**config.mk**
```make
export PLATFORM = sky130hd
export DESIGN_NAME = butterfly_driver
export DESIGN_NICKNAME = d
export VERILOG_FILES = /design/src/rtl/butterfly_pkg.sv /design/src/rtl/butterfly_driver_timer.sv /design/src/rtl/butterfly_driver.sv
export SDC_FILE = /design/constraint.sdc
export NUM_CORES = 1
export LEC_CHECK = 0
export CORE_UTILIZATION = 47
export DETAILED_ROUTE_END_ITERATION = 6
export PLACE_DENSITY = 0.76
export SLEW_MARGIN = 20
export SYNTH_ARGS = -nofsm -noshare
export SYNTH_HDL_FRONTEND = slang
export SYNTH_HIERARCHICAL = 1
export SYNTH_SLANG_ARGS = --single-unit
```
**constraint.sdc**
```tcl
create_clock -name clk_i -period 3.2 [get_ports clk_i]
set_input_delay 0.64 -clock clk_i [delete_from_list [all_inputs] [get_ports clk_i]]
set_output_delay 0.64 -clock clk_i [all_outputs]
set_load 0.01 [all_outputs]
```
**src/rtl/butterfly_pkg.sv**
```systemverilog
// Shared types and constants for the butterfly operand/result sequencer.
// The slot-to-byte mapping helper lives here so that every user orders the slots the same way.
package butterfly_pkg;

  typedef enum logic [2:0] {
    IDLE,
    SETUP,
    PULSE,
    GAP,
    DONE
  } state_t;

  localparam int NUM_TX    = 6;
  localparam int NUM_RX    = 4;
  localparam int NUM_SLOTS = NUM_TX + NUM_RX;
  localparam int TIMER_W   = 16;

  typedef logic [3:0]              slot_t;
  typedef logic signed [7:0]       sbyte_t;
  typedef logic [NUM_TX-1:0][7:0]  opvec_t;

  // Index 0 is Rew and index 5 is Ima. Receive slots present zero on Sw.
  function automatic sbyte_t txByte(input opvec_t ops, input slot_t slot);
    case (slot)
      4'd0:    txByte = sbyte_t'(ops[0]);
      4'd1:    txByte = sbyte_t'(ops[1]);
      4'd2:    txByte = sbyte_t'(ops[2]);
      4'd3:    txByte = sbyte_t'(ops[3]);
      4'd4:    txByte = sbyte_t'(ops[4]);
      4'd5:    txByte = sbyte_t'(ops[5]);
      default: txByte = '0;
    endcase
  endfunction

endpackage

```
**src/rtl/butterfly_driver_timer.sv**
```systemverilog
// Loadable down-counter with a terminal-count flag.
// The top loads it with (phase length - 1) on entry to each SETUP, PULSE and GAP phase.
module bfly_slot_timer #(
  parameter int W = 16
) (
  input  logic         clk_i,
  input  logic         rst_i,
  input  logic         load_i,
  input  logic [W-1:0] loadVal_i,
  output logic         tc_o
);

  logic [W-1:0] count_q, count_d;

  always_comb begin
    count_d = count_q;
    if (load_i) begin
      count_d = loadVal_i;
    end else if (count_q != '0) begin
      count_d = count_q - W'(1);
    end
  end

  always_ff @(posedge clk_i) begin
    if (rst_i) begin
      count_q <= '0;
    end else begin
      count_q <= count_d;
    end
  end

  assign tc_o = (count_q == '0);

endmodule

```
**src/rtl/butterfly_driver.sv**
```systemverilog
// Serialises one butterfly operand set onto Sw/ReadyIn, then clocks the four result bytes back off Led.
// All outputs are registered, so ReadyIn and Sw are glitch-free at the pins.
module butterfly_driver
  import butterfly_pkg::*;
#(
  parameter int SETTLE_CYCLES = 2,
  parameter int HOLD_CYCLES   = 50,
  parameter int GAP_CYCLES    = 50
) (
  input  logic       clk_i,
  input  logic       rst_i,
  input  logic       start_i,
  input  logic [7:0] opRew_i,
  input  logic [7:0] opImw_i,
  input  logic [7:0] opReb_i,
  input  logic [7:0] opImb_i,
  input  logic [7:0] opRea_i,
  input  logic [7:0] opIma_i,
  output logic [7:0] sw_o,
  output logic       readyIn_o,
  input  logic [7:0] led_i,
  output logic [7:0] resRey_o,
  output logic [7:0] resImy_o,
  output logic [7:0] resRez_o,
  output logic [7:0] resImz_o,
  output logic       busy_o,
  output logic       done_o
);

  localparam logic [TIMER_W-1:0] SETTLE_LOAD = TIMER_W'(SETTLE_CYCLES - 1);
  localparam logic [TIMER_W-1:0] HOLD_LOAD   = TIMER_W'(HOLD_CYCLES - 1);
  localparam logic [TIMER_W-1:0] GAP_LOAD    = TIMER_W'(GAP_CYCLES - 1);
  localparam slot_t FIRST_RX  = slot_t'(NUM_TX);
  localparam slot_t LAST_SLOT = slot_t'(NUM_SLOTS - 1);

  state_t             state_q, state_d;
  slot_t              slot_q, slot_d;
  logic [7:0]         sw_q, sw_d;
  opvec_t             ops_q;
  sbyte_t             resRey_q, resImy_q, resRez_q, resImz_q;
  logic               readyIn_q, busy_q, done_q;
  logic               latchOps, capture, timerLoad, timerTc;
  logic [TIMER_W-1:0] timerLoadVal;

  bfly_slot_timer #(
    .W(TIMER_W)
  ) u_timer (
    .clk_i    (clk_i),
    .rst_i    (rst_i),
    .load_i   (timerLoad),
    .loadVal_i(timerLoadVal),
    .tc_o     (timerTc)
  );

  // DONE also accepts Start so back-to-back requests lose no cycle.
  always_comb begin
    state_d      = state_q;
    slot_d       = slot_q;
    sw_d         = sw_q;
    latchOps     = 1'b0;
    capture      = 1'b0;
    timerLoad    = 1'b0;
    timerLoadVal = '0;
    unique case (state_q)
      IDLE, DONE: begin
        state_d = IDLE;
        if (start_i) begin
          state_d      = SETUP;
          slot_d       = '0;
          sw_d         = opRew_i;
          latchOps     = 1'b1;
          timerLoad    = 1'b1;
          timerLoadVal = SETTLE_LOAD;
        end
      end
      SETUP: begin
        if (timerTc) begin
          state_d      = PULSE;
          timerLoad    = 1'b1;
          timerLoadVal = HOLD_LOAD;
        end
      end
      PULSE: begin
        if (timerTc) begin
          state_d      = GAP;
          capture      = (slot_q >= FIRST_RX);
          timerLoad    = 1'b1;
          timerLoadVal = GAP_LOAD;
        end
      end
      GAP: begin
        if (timerTc) begin
          if (slot_q == LAST_SLOT) begin
            state_d = DONE;
            sw_d    = '0;
          end else begin
            state_d      = SETUP;
            slot_d       = slot_q + 4'd1;
            sw_d         = txByte(ops_q, slot_q + 4'd1);
            timerLoad    = 1'b1;
            timerLoadVal = SETTLE_LOAD;
          end
        end
      end
      default: state_d = IDLE;
    endcase
  end

  always_ff @(posedge clk_i) begin
    if (rst_i) begin
      state_q   <= IDLE;
      slot_q    <= '0;
      sw_q      <= '0;
      ops_q     <= '0;
      readyIn_q <= 1'b0;
      busy_q    <= 1'b0;
      done_q    <= 1'b0;
      resRey_q  <= '0;
      resImy_q  <= '0;
      resRez_q  <= '0;
      resImz_q  <= '0;
    end else begin
      state_q   <= state_d;
      slot_q    <= slot_d;
      sw_q      <= sw_d;
      readyIn_q <= (state_d == PULSE);
      busy_q    <= (state_d == SETUP) || (state_d == PULSE) || (state_d == GAP);
      done_q    <= (state_d == DONE);
      if (latchOps) begin
        ops_q <= {opIma_i, opRea_i, opImb_i, opReb_i, opImw_i, opRew_i};
      end
      // Led is taken on the last PULSE cycle of each receive slot.
      if (capture) begin
        case (slot_q)
          4'd6:    resRey_q <= sbyte_t'(led_i);
          4'd7:    resImy_q <= sbyte_t'(led_i);
          4'd8:    resRez_q <= sbyte_t'(led_i);
          4'd9:    resImz_q <= sbyte_t'(led_i);
          default: ;
        endcase
      end
    end
  end

  assign sw_o      = sw_q;
  assign readyIn_o = readyIn_q;
  assign busy_o    = busy_q;
  assign done_o    = done_q;
  assign resRey_o  = resRey_q;
  assign resImy_o  = resImy_q;
  assign resRez_o  = resRez_q;
  assign resImz_o  = resImz_q;

endmodule

```
==> out/qor.yml, run 1 <==
synthesis:
  postSynthCellCount: 639
  synthSimpleGateAreaFrac_pct: 22.5
  ys.flop_type: "sky130_fd_sc_hd__dfxtp_1"
  combinational_family_with_the_most_area_after_synthesis: "simple AND/OR/NAND/NOR gates"
  share_of_the_synthesized_area_in_compound_gates_ao_oa_aoi_oai_pct: 21.5
  synth_area_um2: 5350
  synth.mux.area_fraction_pct: 5.10
  yosys.area_share.xor_xnor_pct: 1.80
  seq_area_frac_synth_pct: 42.7
  syn_area_per_cell_um2: 8.37
  synth-edff-count: 0
  post_synth_fa_ha_maj_area_fraction_pct: 1.87
  synth.ff_latch_count: 114
  synth_cell_types: 73
  ys_warn_count: 6
  async_flop_share_pct: 0
detailed_routing:
  detailroute.via_count: 5063
  antenna_left: 0
  post-route-drc-count: 0
  wl_per_cell_um: 15.9
  drt_pre_antenna_iters: 6
  route.detailed.vias_per_inst: 5.63
  detailedRoute.firstIterationViolations: 507
  routed_wirelength_um: 14300
global_routing:
  grt_start_max_net_pins: 63
  grt-busiest-layer: "met2"
  use_met3_pct: 5.14
  global_route_met2_utilization_pct: 40.3
  via_count_of_the_first_global_routing_pass: 4761
  gr-usage-all-layers_pct: 24.7
  antenna_violations_before_repair: 0
  grt.overflow.total: 0
  grt_pass1_wl_um: 22800
  grt.met1_usage_pct: 32.2
cts:
  cts_hold_buffers: 0
  cts.htree.levels: 4
  numClockSinks: 114
  number_of_buffers_created_by_cts: 17
  clockRootBuffer: "sky130_fd_sc_hd__clkbuf_16"
  clock_latency_late_sink_ps: 410
  cts.reportedPaths.clkPinSlew_ps: 50
  clock_tree_from_tritoncts: "built"
  maximum_clock_insertion_buffer_count: 2
die:
  die_h_um: 109
  effective_utilization_at_floorplan_pct: 48.7
  core_area_um2: 11000
  floorplan.rows: 38
  top_level_ports: 102
  fp.dieArea_um2: 11800
  die_x_um: 109
timing:
  finalWorstPathRequiredPeriod_ps: 3040
  max_clock_freq_ghz: 0.329
  fin_tns_setup_ps: 0
  grt_setup_unrepaired: "false"
  slew_headroom_pct: 27.4
  drv_slew: 0
  min_period_over_period_pct: 95.1
  setup-violations-final: 0
  timing_hold_violations_final: 0
  worstMarginPinSlew_ps: 1080
  worst_clock_skew_ps: 11.0
worst_setup_path:
  critical_path.cell_chain: "inv_1 -> ha_1 -> or3b_2 -> or4_4 -> nor2_4 -> buf_4 -> a21oi_2 -> a221o_1 -> a2111oi_0 -> a2111oi_1"
  startpoint_type: "flop"
  critical_path_class: "reg -> reg"
  crit_path_top_delay_cell: "sky130_fd_sc_hd__or4_4"
  timing.critical_path.slowest_cell_delay_ps: 590
  critPathMaxFanout: 11
  crit_path_end_kind: "flop"
  worstPathRequired_ps: 3460
  worst-endpoint-arrival_ps: 3300
  worstSetupStartpoint: "u_timer/count_q[0]$_SDFFE_PP0P_"
  r2r-start: "u_timer/count_q[0]$_SDFFE_PP0P_"
run:
  cap_viol_max_count: 0
layout:
  total_area_of_sequential_cells_um2: 2280
  multi_input_area_um2: 2900
  final_net_count: 813
  fin_util_pct: 64.5
  final_layout_size_suffix_gt1_share_pct: 9.62
  insertedDiodeCount: 0
  area_growth_pct: 32.4
  nFillCells: 878
  final-instance-count-excl-fill: 899
worst_hold_path:
  min-delay-path-class: "reg -> reg"
  worstHoldStart: "ops_q[37]$_SDFFE_PP0P_"
place:
  dp.final_hpwl_um: 9630
  portBuffers: 101
  place.gp.congestion: 0.834
  placed_instances: 865
run_status:
  status: "finished, final reports clean"
power:
  leakage_nw: 2.65
  ir_worst_vdd_v: 0.000585
  power-per-cell-area_nw_per_um2: 699
[kinds of logic (layout without fill, tap and decap cells)]
| family | Yosys count | in the layout |
|---|---|---|
| AND/OR/NAND/NOR | 255 | 255 |
| AO/OA/AOI/OAI | 172 | 172 |
| flip-flops | 114 | 114 |
| buffers and inverters | 51 | 154 |
| multiplexers | 27 | 27 |
| XOR/XNOR | 11 | 11 |
| adder cells (fa/ha/maj) | 8 | 8 |
| other | 1 | 18 |
[layout make-up]
type / count / area share [%]
flip-flops and latches: 114 / 32.2
repair buffers: 116 / 15.8
well taps: 140 / 2.47
multi-input cells: 491 / 41.0
inverters: 6 / 0.318
clock buffers: 20 / 6.30
clock inverters: 12 / 1.89
[worst max-delay path, delay by kind of cell (launching register included)]
family | cells | cell delay (ps)
AO/OA/AOI/OAI | 4 | 950
adder cells (fa/ha/maj) | 1 | 190
buffers and inverters | 2 | 230
flip-flops | 1 | 320
AND/OR/NAND/NOR | 3 | 1210
[sequential cells by signal, summed over array words and instances, names as in the netlist]
name / cells
busy_o: 1
done_o: 1
ops_q: 48
readyIn_o: 1
resImy_o: 8
resImz_o: 8
resRey_o: 8
resRez_o: 8
slot_q: 4
state_q: 3
sw_o: 8
u_timer/count_q: 16
[layer usage]
layer | vias to the layer above | share of wire (%)
li1 | 2467 | -
met1 | 2382 | 43
met2 | 189 | 48
met3 | 25 | 6.3
met4 | 0 | 1.9
met5 | - | 0
[synth_stat cells, types with 3 or more instances]
master	count	share of area, %
sky130_fd_sc_hd__a2111oi_1	3	0.56
sky130_fd_sc_hd__a211oi_1	3	0.42
sky130_fd_sc_hd__a21o_1	3	0.42
sky130_fd_sc_hd__a21oi_1	73	6.8
sky130_fd_sc_hd__a221o_1	6	1.1
sky130_fd_sc_hd__a221oi_1	6	0.98
sky130_fd_sc_hd__a222oi_1	5	0.94
sky130_fd_sc_hd__a22o_1	8	1.3
sky130_fd_sc_hd__a22oi_1	11	1.5
sky130_fd_sc_hd__a31oi_1	3	0.35
sky130_fd_sc_hd__and2_1	3	0.35
sky130_fd_sc_hd__buf_1	5	0.35
sky130_fd_sc_hd__buf_2	9	0.84
sky130_fd_sc_hd__buf_4	3	0.42
sky130_fd_sc_hd__buf_6	4	0.84
sky130_fd_sc_hd__clkbuf_1	24	1.7
sky130_fd_sc_hd__dfxtp_1	114	43
sky130_fd_sc_hd__ha_1	8	1.9
sky130_fd_sc_hd__inv_1	6	0.42
sky130_fd_sc_hd__mux2i_1	25	4.7
sky130_fd_sc_hd__nand2_1	139	9.8
sky130_fd_sc_hd__nand3_1	15	1.4
sky130_fd_sc_hd__nand4_1	3	0.35
sky130_fd_sc_hd__nor2_1	50	3.5
sky130_fd_sc_hd__nor2b_1	6	0.70
sky130_fd_sc_hd__nor3_1	8	0.75
sky130_fd_sc_hd__o21ai_0	20	1.9
sky130_fd_sc_hd__o21ai_1	3	0.28
sky130_fd_sc_hd__o31ai_1	3	0.42
sky130_fd_sc_hd__or3_1	3	0.35
sky130_fd_sc_hd__xnor2_1	9	1.5
[metrics by stage]
step	cell area [um2]	total power, mW	setup WS [ps]	hold slack [ps]
6_report	7090	4.95	156	455
2_1_floorplan	5420	2.70	29.4	436
5_1_grt	7090	5.18	3.73	479
4_1_cts	7060	4.93	34.2	455
3_3_place_gp	6480	3.05	187	442
3_5_place_dp	6480	3.09	50.8	448
[power by group]
| part | internal [mW] | switching (mW) |
|---|---|---|
| Combinational | 0.608 | 0.734 |
| Sequential | 1.60 | 0.178 |
| Clock | 1.17 | 0.668 |
| Total | 3.37 | 1.58 |
[path summary, 6_finish.rpt]
check | slack (ps) | end | cells after the start
min reg2reg | 460 | ops_q[37]$_SDFFE_PP0P_ | 2
max reg2reg | 160 | sw_o[0]$_SDFFE_PP0P_ | 10
min | 460 | ops_q[37]$_SDFFE_PP0P_ | 2
max | 160 | sw_o[0]$_SDFFE_PP0P_ | 10
[placed cells by master, fill, tap and decap left out, types with 4 or more instances in the layout]
cell                              instances
sky130_fd_sc_hd__nor2b_1                  5
sky130_fd_sc_hd__clkinv_4                 4
sky130_fd_sc_hd__ha_1                     8
sky130_fd_sc_hd__o21ai_0                 20
sky130_fd_sc_hd__a221o_1                  6
sky130_fd_sc_hd__a21oi_1                 72
sky130_fd_sc_hd__clkdlybuf4s50_1        100
sky130_fd_sc_hd__clkbuf_16               17
sky130_fd_sc_hd__nor3_1                   8
sky130_fd_sc_hd__inv_1                    6
sky130_fd_sc_hd__xnor2_1                  9
sky130_fd_sc_hd__a22oi_1                 11
sky130_fd_sc_hd__nand3_1                 15
sky130_fd_sc_hd__a222oi_1                 5
sky130_fd_sc_hd__mux2i_1                 25
sky130_fd_sc_hd__nand2_1                139
sky130_fd_sc_hd__a221oi_1                 6
sky130_fd_sc_hd__a22o_1                   8
sky130_fd_sc_hd__conb_1                  18
sky130_fd_sc_hd__dfxtp_1                114
sky130_fd_sc_hd__nor2_1                  48
sky130_fd_sc_hd__buf_4                   16
[what timing repair did]
item                       in CTS  in global routing
resized for setup               0                  4
setup endpoints to repair       0                 43
setup buffers                   0                  2
(Power assumes the default switching activity.)
==> run 2, diff against run 1 <==
ABC_CLOCK_PERIOD_IN_PS = 3200   (was default)
CELL_PAD_IN_SITES_DETAIL_PLACEMENT = 2   (was default)
CELL_PAD_IN_SITES_GLOBAL_PLACEMENT = 2   (was default)
CORE_UTILIZATION = 28   (was 47)
PLACE_DENSITY = default   (was 0.76)
PLACE_DENSITY_LB_ADDON = 0.1   (was default)
==> run 2 against run 1 <==
  * Clock power rose by 3%
  * Fmax fell by 0.45%
  * Global-route usage fell by 5.1 points
  * Critical path depth did not move
  * First-iteration DRC count fell by 63%
  * Cell count rose by 12%
  * Critical endpoint unchanged
  * Sequential power barely moved
  * Clock skew fell by 3.4 ps
  * Sequential share of layout area fell by 0.87 points
  * Total power rose by 2.9%
==> out/qor.yml, run 2 (synthesis gave the netlist of run 1 again) <==
run_status:
  status: "finished, final reports clean"
worst_setup_path:
  critPathMaxFanout: 5  # -6
  critical_path.cell_chain: "inv_1 -> ha_1 -> or3b_2 -> or4_4 -> nor2_4 -> buf_4 -> a21oi_2 -> a221o_1 -> a2111oi_1 -> a2111oi_1"
  critical_path_class: "reg -> reg"
  timing.critical_path.slowest_cell_delay_ps: 600  # about the same
  startpoint_type: "flop"
  worst-endpoint-arrival_ps: 3330  # +30 ps
  worstPathRequired_ps: 3470  # about the same
  crit_path_end_kind: "flop"
  crit_path_top_delay_cell: "sky130_fd_sc_hd__or4_4"
  critical_path.most_common_cell: "sky130_fd_sc_hd__a2111oi_1"
timing:
  hold_ws_ps: 457  # +1.83 ps
  max_clock_freq_ghz: 0.327  # -0.45%
  min_period_over_period_pct: 95.6  # +0.43 points
  slew_headroom_pct: 24.5  # -2.9 points
  finalWorstPathRequiredPeriod_ps: 3060  # +13.9 ps
  grt_setup_unrepaired: "true"
  setup-violations-final: 0  # unchanged
  worst_clock_skew_ps: 7.59  # -3.40 ps
  fin_tns_setup_ps: 0  # unchanged
  timing_hold_violations_final: 0  # unchanged
  worstMarginPinSlew_ps: 1120  # +43.5 ps
  drv_slew: 0  # unchanged
layout:
  final_layout_size_suffix_gt1_share_pct: 11.1  # +1.4 points
  number_of_flip_flops_in_the_largest_register: 48  # unchanged
  final_net_count: 823  # +1.2%
  area_growth_pct: 36.1
  top_register: "ops_q"
  insertedDiodeCount: 0  # unchanged
  most-common-layout-cells: "sky130_fd_sc_hd__nand2_1, sky130_fd_sc_hd__dfxtp_1, sky130_fd_sc_hd__clkdlybuf4s50_1"
  final-instance-count-excl-fill: 1003  # +12%
  fin_util_pct: 38.9  # -26 points
  registers_with_the_highest_flip_flop_counts: "ops_q (48), u_timer/count_q (16)"
  most_frequent_standard_cell_in_the_layout_excluding_fill_and_tap_cells: "sky130_fd_sc_hd__nand2_1"
die:
  top_level_ports: 102  # unchanged
  fp.dieArea_um2: 19700  # +66%
  floorplan.rows: 50  # +32%
  die_h_um: 140  # +29%
  core_area_um2: 18700  # +70%
  die_x_um: 140  # +29%
  effective_utilization_at_floorplan_pct: 28.6  # -20 points
power:
  finalPower_mw: 5.10  # +2.9%
  ir_worst_vdd_v: 0.000329  # -44%
  leakage_nw: 2.69  # +1.6%
  power-per-cell-area_nw_per_um2: 700  # about the same
global_routing:
  gr-usage-all-layers_pct: 19.6  # -5.1 points
  grt.overflow.total: 0  # unchanged
  grt_start_max_net_pins: 51  # -19%
  grt_pass1_wl_um: 29800  # +31%
  antenna_violations_before_repair: 0  # unchanged
  via_count_of_the_first_global_routing_pass: 5457  # +15%
place:
  dp.final_hpwl_um: 13300  # +38%
  place.gp.congestion: 0.787  # -5.6%
  portBuffers: 101  # unchanged
  placed_instances: 965  # +12%
cts:
  clock_tree_from_tritoncts: "built"
  maximum_clock_insertion_buffer_count: 2  # unchanged
  clockRootBuffer: "sky130_fd_sc_hd__clkbuf_16"
  cts.reportedPaths.clkPinSlew_ps: 50  # about the same
  cts.htree.levels: 4  # unchanged
  clock_latency_late_sink_ps: 420  # about the same
  numClockSinks: 114  # unchanged
  number_of_buffers_created_by_cts: 17  # unchanged
detailed_routing:
  routed_wirelength_um: 18800  # +31%
  detailedRoute.firstIterationViolations: 190  # -63%
  detailroute.via_count: 5147  # +1.7%
  antenna_left: 0  # unchanged
  wl_per_cell_um: 18.8  # +18%
  post-route-drc-count: 0  # unchanged
  drt_pre_antenna_iters: 6  # unchanged
  route.detailed.vias_per_inst: 5.13  # -8.9%
worst_hold_path:
  min-delay-path-class: "reg -> reg"
run:
  cap_viol_max_count: 0  # unchanged
run 2: report_power, final:
group	switching, mW	internal (mW)	total [mW]
combinational	0.800	0.628	1.43
clock	0.713	1.16	1.88
sequential	0.192	1.60	1.79
total	1.71	3.39	5.10
run 2: path summary, 6_finish.rpt:
path / from / to / cells past startpoint / slack [ps]
worst max-delay path: u_timer/count_q[0]$_SDFFE_PP0P_ / sw_o[0]$_SDFFE_PP0P_ / 10 / 140
worst min-delay path: resImz_o[7]$_SDFFE_PP0P_ / resImz_o[7]$_SDFFE_PP0P_ / 2 / 460
worst max register to register: u_timer/count_q[0]$_SDFFE_PP0P_ / sw_o[0]$_SDFFE_PP0P_ / 10 / 140
worst min register to register: resImz_o[7]$_SDFFE_PP0P_ / resImz_o[7]$_SDFFE_PP0P_ / 2 / 460
run 2: area by class of cell:
cell class	instances	area, um2
inverter	6	22.5
tap	234	293
sequential	114	2280
fill	2080	11400
clock inverter	13	136
clock buffer	19	443
timing repair buffer	126	1190
multi-input combinational	491	2910
run 2: per-stage QoR:
stage          worst slack (ps)  instance area (um2)
2_1_floorplan              29.4                 5420
3_3_place_gp                156                 6640
3_5_place_dp              -37.9                 6640
4_1_cts                    81.4                 7220
5_1_grt                   -14.7                 7280
6_report                    142                 7280
run 2: worst max-delay path: cells and delay by family, from the launching register on:
kind | cells | cell delay, ps
flip-flops | 1 | 340
AND/OR/NAND/NOR | 3 | 1230
adder cells (fa/ha/maj) | 1 | 210
buffers and inverters | 2 | 240
AO/OA/AOI/OAI | 4 | 890
run 2: per-layer routing:
layer / routed length, um / global-route usage, % / up-vias / share of wire, %
met1: 8610 / 25.0 / 2564 / 46
met4: 113 / 4.16 / 0 / 0.60
met5: 0 / 0 / - / 0
met3: 900 / 4.72 / 8 / 4.8
li1: - / - / 2481 / -
met2: 9190 / 33.3 / 94 / 49
run 2: timing repair:
action                     CTS  global route
pin swaps                    0             2
hold buffers                 0             0
setup buffers                0             5
resized for setup            2             5
setup endpoints to repair    3            21
gates cloned                 0             1
==> run 3, diff against run 2 <==
CORE_ASPECT_RATIO = 0.5   (was default)
GPL_TIMING_DRIVEN = 0   (was default)
==> run 3 against run 2 <==
  * Non-clock buffer count is 31 higher
  * First-iteration DRC count fell by 11%
  * Global-route usage is 1.6 points higher
  * Critical path depth grew 2
  * Utilization is 1.9 points higher
  * Sequential power is essentially flat
  * Largest cell class unchanged
  * Clock power rose by 9.6%
  * Worst setup slack gained 58 ps
==> out/qor.yml, run 3 (synthesis gave the netlist of run 1 again) <==
timing:
  min_period_over_period_pct: 93.7  # -1.8 points
  finalWorstPathRequiredPeriod_ps: 3000  # -57.9 ps
  worst_clock_skew_ps: 13.4  # +5.80 ps
  drv_slew: 0  # unchanged
  worstMarginPinSlew_ps: 721  # -402 ps
  timing_hold_violations_final: 0  # unchanged
  slew_headroom_pct: 51.6  # +27 points
  grt_setup_unrepaired: "false"
  max_clock_freq_ghz: 0.333  # +1.9%
  setup-violations-final: 0  # unchanged
detailed_routing:
  post-route-drc-count: 0  # unchanged
  detailroute.via_count: 5264  # +2.3%
  routed_wirelength_um: 20300  # +7.9%
  route.detailed.vias_per_inst: 4.98  # -3.0%
  antenna_left: 0  # unchanged
  wl_per_cell_um: 19.2  # +2.3%
  drt_pre_antenna_iters: 5  # -1
  detailedRoute.firstIterationViolations: 170  # -11%
layout:
  most_frequent_standard_cell_in_the_layout_excluding_fill_and_tap_cells: "sky130_fd_sc_hd__nand2_1"
  total_area_of_sequential_cells_um2: 2280  # about the same
  registers_with_the_highest_flip_flop_counts: "ops_q (48), u_timer/count_q (16)"
  final_net_count: 854  # +3.8%
  most-common-layout-cells: "sky130_fd_sc_hd__nand2_1, sky130_fd_sc_hd__dfxtp_1, sky130_fd_sc_hd__clkdlybuf4s50_1"
  insertedDiodeCount: 0  # unchanged
  nFillCells: 2114  # +1.6%
  final-instance-count-excl-fill: 1058  # +5.5%
  number_of_flip_flops_in_the_largest_register: 48  # unchanged
  area_growth_pct: 41.5
  multi_input_area_um2: 2980  # +2.5%
  postLayoutCellArea_um2: 7570  # +4.0%
  top_register: "ops_q"
  final_layout_size_suffix_gt1_share_pct: 12.0  # +0.96 points
global_routing:
  grt.overflow.total: 0  # unchanged
  antenna_violations_before_repair: 0  # unchanged
  grt_pass1_wl_um: 31500  # +5.4%
  via_count_of_the_first_global_routing_pass: 5656  # +3.6%
  grt_start_max_net_pins: 17  # -67%
  gr-usage-all-layers_pct: 21.1  # +1.6 points
die:
  fp.dieArea_um2: 19700  # +0.17%
  top_level_ports: 102  # unchanged
  core_area_um2: 18600  # -0.74%
  effective_utilization_at_floorplan_pct: 28.8  # +0.21 points
  die_h_um: 99.7  # -29%
  floorplan.rows: 35  # -30%
  die_x_um: 197  # +41%
power:
  power-per-cell-area_nw_per_um2: 707  # +1.0%
  sequentialPowerShare_pct: 33.2  # -2.0 points
  net-switching-power_mw: 1.72  # +1.1%
  pwr-share-comb_pct: 28.3  # +0.3 points
  pwr-share-clk_pct: 38.5  # +1.7 points
  finalPower_mw: 5.36  # +5.1%
  internal_power_mw: 3.63  # +7.1%
  ir_worst_vdd_v: 0.000299  # -9.0%
  netSwitchingFraction_pct: 32.2  # -1.3 points
  leakage_nw: 2.78  # +3.4%
cts:
  cts.htree.levels: 4  # unchanged
  clock_latency_late_sink_ps: 420  # about the same
  cts.reportedPaths.clkPinSlew_ps: 60  # about the same
  clockRootBuffer: "sky130_fd_sc_hd__clkbuf_16"
  clock_tree_from_tritoncts: "built"
  numClockSinks: 114  # unchanged
  number_of_buffers_created_by_cts: 17  # unchanged
  maximum_clock_insertion_buffer_count: 2  # unchanged
  cts_hold_buffers: 0  # unchanged
run:
  cap_viol_max_count: 0  # unchanged
worst_setup_path:
  crit_path_end_kind: "flop"
  worstPathRequired_ps: 3510  # +40 ps
  critical_path_class: "reg -> reg"
  critPathMaxFanout: 5  # unchanged
  startpoint_type: "flop"
  worst-endpoint-arrival_ps: 3310  # -20 ps
place:
  dpl_cell_area_um2: 6750  # +1.7%
  place.gp.congestion: 0.775  # -1.5%
  dp.final_hpwl_um: 14300  # +7.6%
  portBuffers: 101  # unchanged
  placed_instances: 1016  # +5.3%
run_status:
  status: "finished, final reports clean"
worst_hold_path:
  min-delay-path-class: "reg -> reg"
## run 3: cell count changes in the layout (fill, tap and decap cells not counted), sizes merged
cell,before,now
inv,7,6
clkbuf,19,44
bufinv,2,4
clkdlybuf4s50,100,101
clkinv,6,5
clkinvlp,4,1
buf,26,33
## run 3: critical path, cell delays in order, from the launching register on
cell,delay (ps)
sky130_fd_sc_hd__dfxtp_1,350
sky130_fd_sc_hd__or4_4,610
sky130_fd_sc_hd__or4_4,550
sky130_fd_sc_hd__nor2_4,110
sky130_fd_sc_hd__buf_4,120
sky130_fd_sc_hd__nor2b_2,130
sky130_fd_sc_hd__o21ai_0,100
sky130_fd_sc_hd__a32oi_2,210
sky130_fd_sc_hd__buf_4,180
sky130_fd_sc_hd__nor2_2,80
sky130_fd_sc_hd__a21oi_2,180
sky130_fd_sc_hd__a31oi_1,60
sky130_fd_sc_hd__and3_1,220
## run 3: path summary, 6_finish.rpt
kind,from,end,slack [ps],depth (start not counted)
min reg2reg,resImz_o[1]$_SDFFE_PP0P_,resImz_o[1]$_SDFFE_PP0P_,460,2
max reg2reg,u_timer/count_q[7]$_SDFFE_PP0P_,u_timer/count_q[15]$_SDFFE_PP0P_,200,12
max,u_timer/count_q[7]$_SDFFE_PP0P_,u_timer/count_q[15]$_SDFFE_PP0P_,200,12
min,resImz_o[1]$_SDFFE_PP0P_,resImz_o[1]$_SDFFE_PP0P_,460,2
## run 3: what timing repair did
action	4_1_cts	5_1_grt
buffers inserted	6	5
pin swaps	2	4
setup endpoints to repair	57	45
resized for setup	8	22
## run 3: power groups by stage
stage	logic, mW	registers [mW]	clock network (mW)
after CTS	1.46	1.77	2.09
after detailed placement	1.37	1.79	0
after global routing	1.67	1.80	2.15
after global placement	1.32	1.79	0
final	1.52	1.78	2.06
after floorplan	0.959	1.75	0
## run 3: per-stage QoR
stage / util (%) / hold WS, ps / setup slack (ps) / TNS (ps)
finish: 40.8 / 455 / 200 / 0
global route: 40.8 / 479 / 33.5 / 0
CTS: 40.2 / 459 / 7.91 / 0
detailed placement: 36.4 / 451 / -622 / -15520
global placement: 36.4 / 442 / -575 / -13300
floorplan: - / 436 / 29.4 / 0
## run 3: cell type report
class | count | area share (%)
inverter | 6 | 0.297
tap | 259 | 4.28
buffer | 45 | 3.14
sequential | 114 | 30.2
multi-input combinational | 491 | 39.4
clock inverter | 10 | 2.07
timing repair buffer | 112 | 14.4
clock buffer | 21 | 6.21
## run 3: routing by layer
metal / vias up / GRT usage [%] / routed length, um
met1: 2598 / 27.4 / 9620
met2: 108 / 35.7 / 9640
met4: 0 / 6.56 / 178
met5: - / 0 / 0
li1: 2542 / - / -
met3: 16 / 3.87 / 859
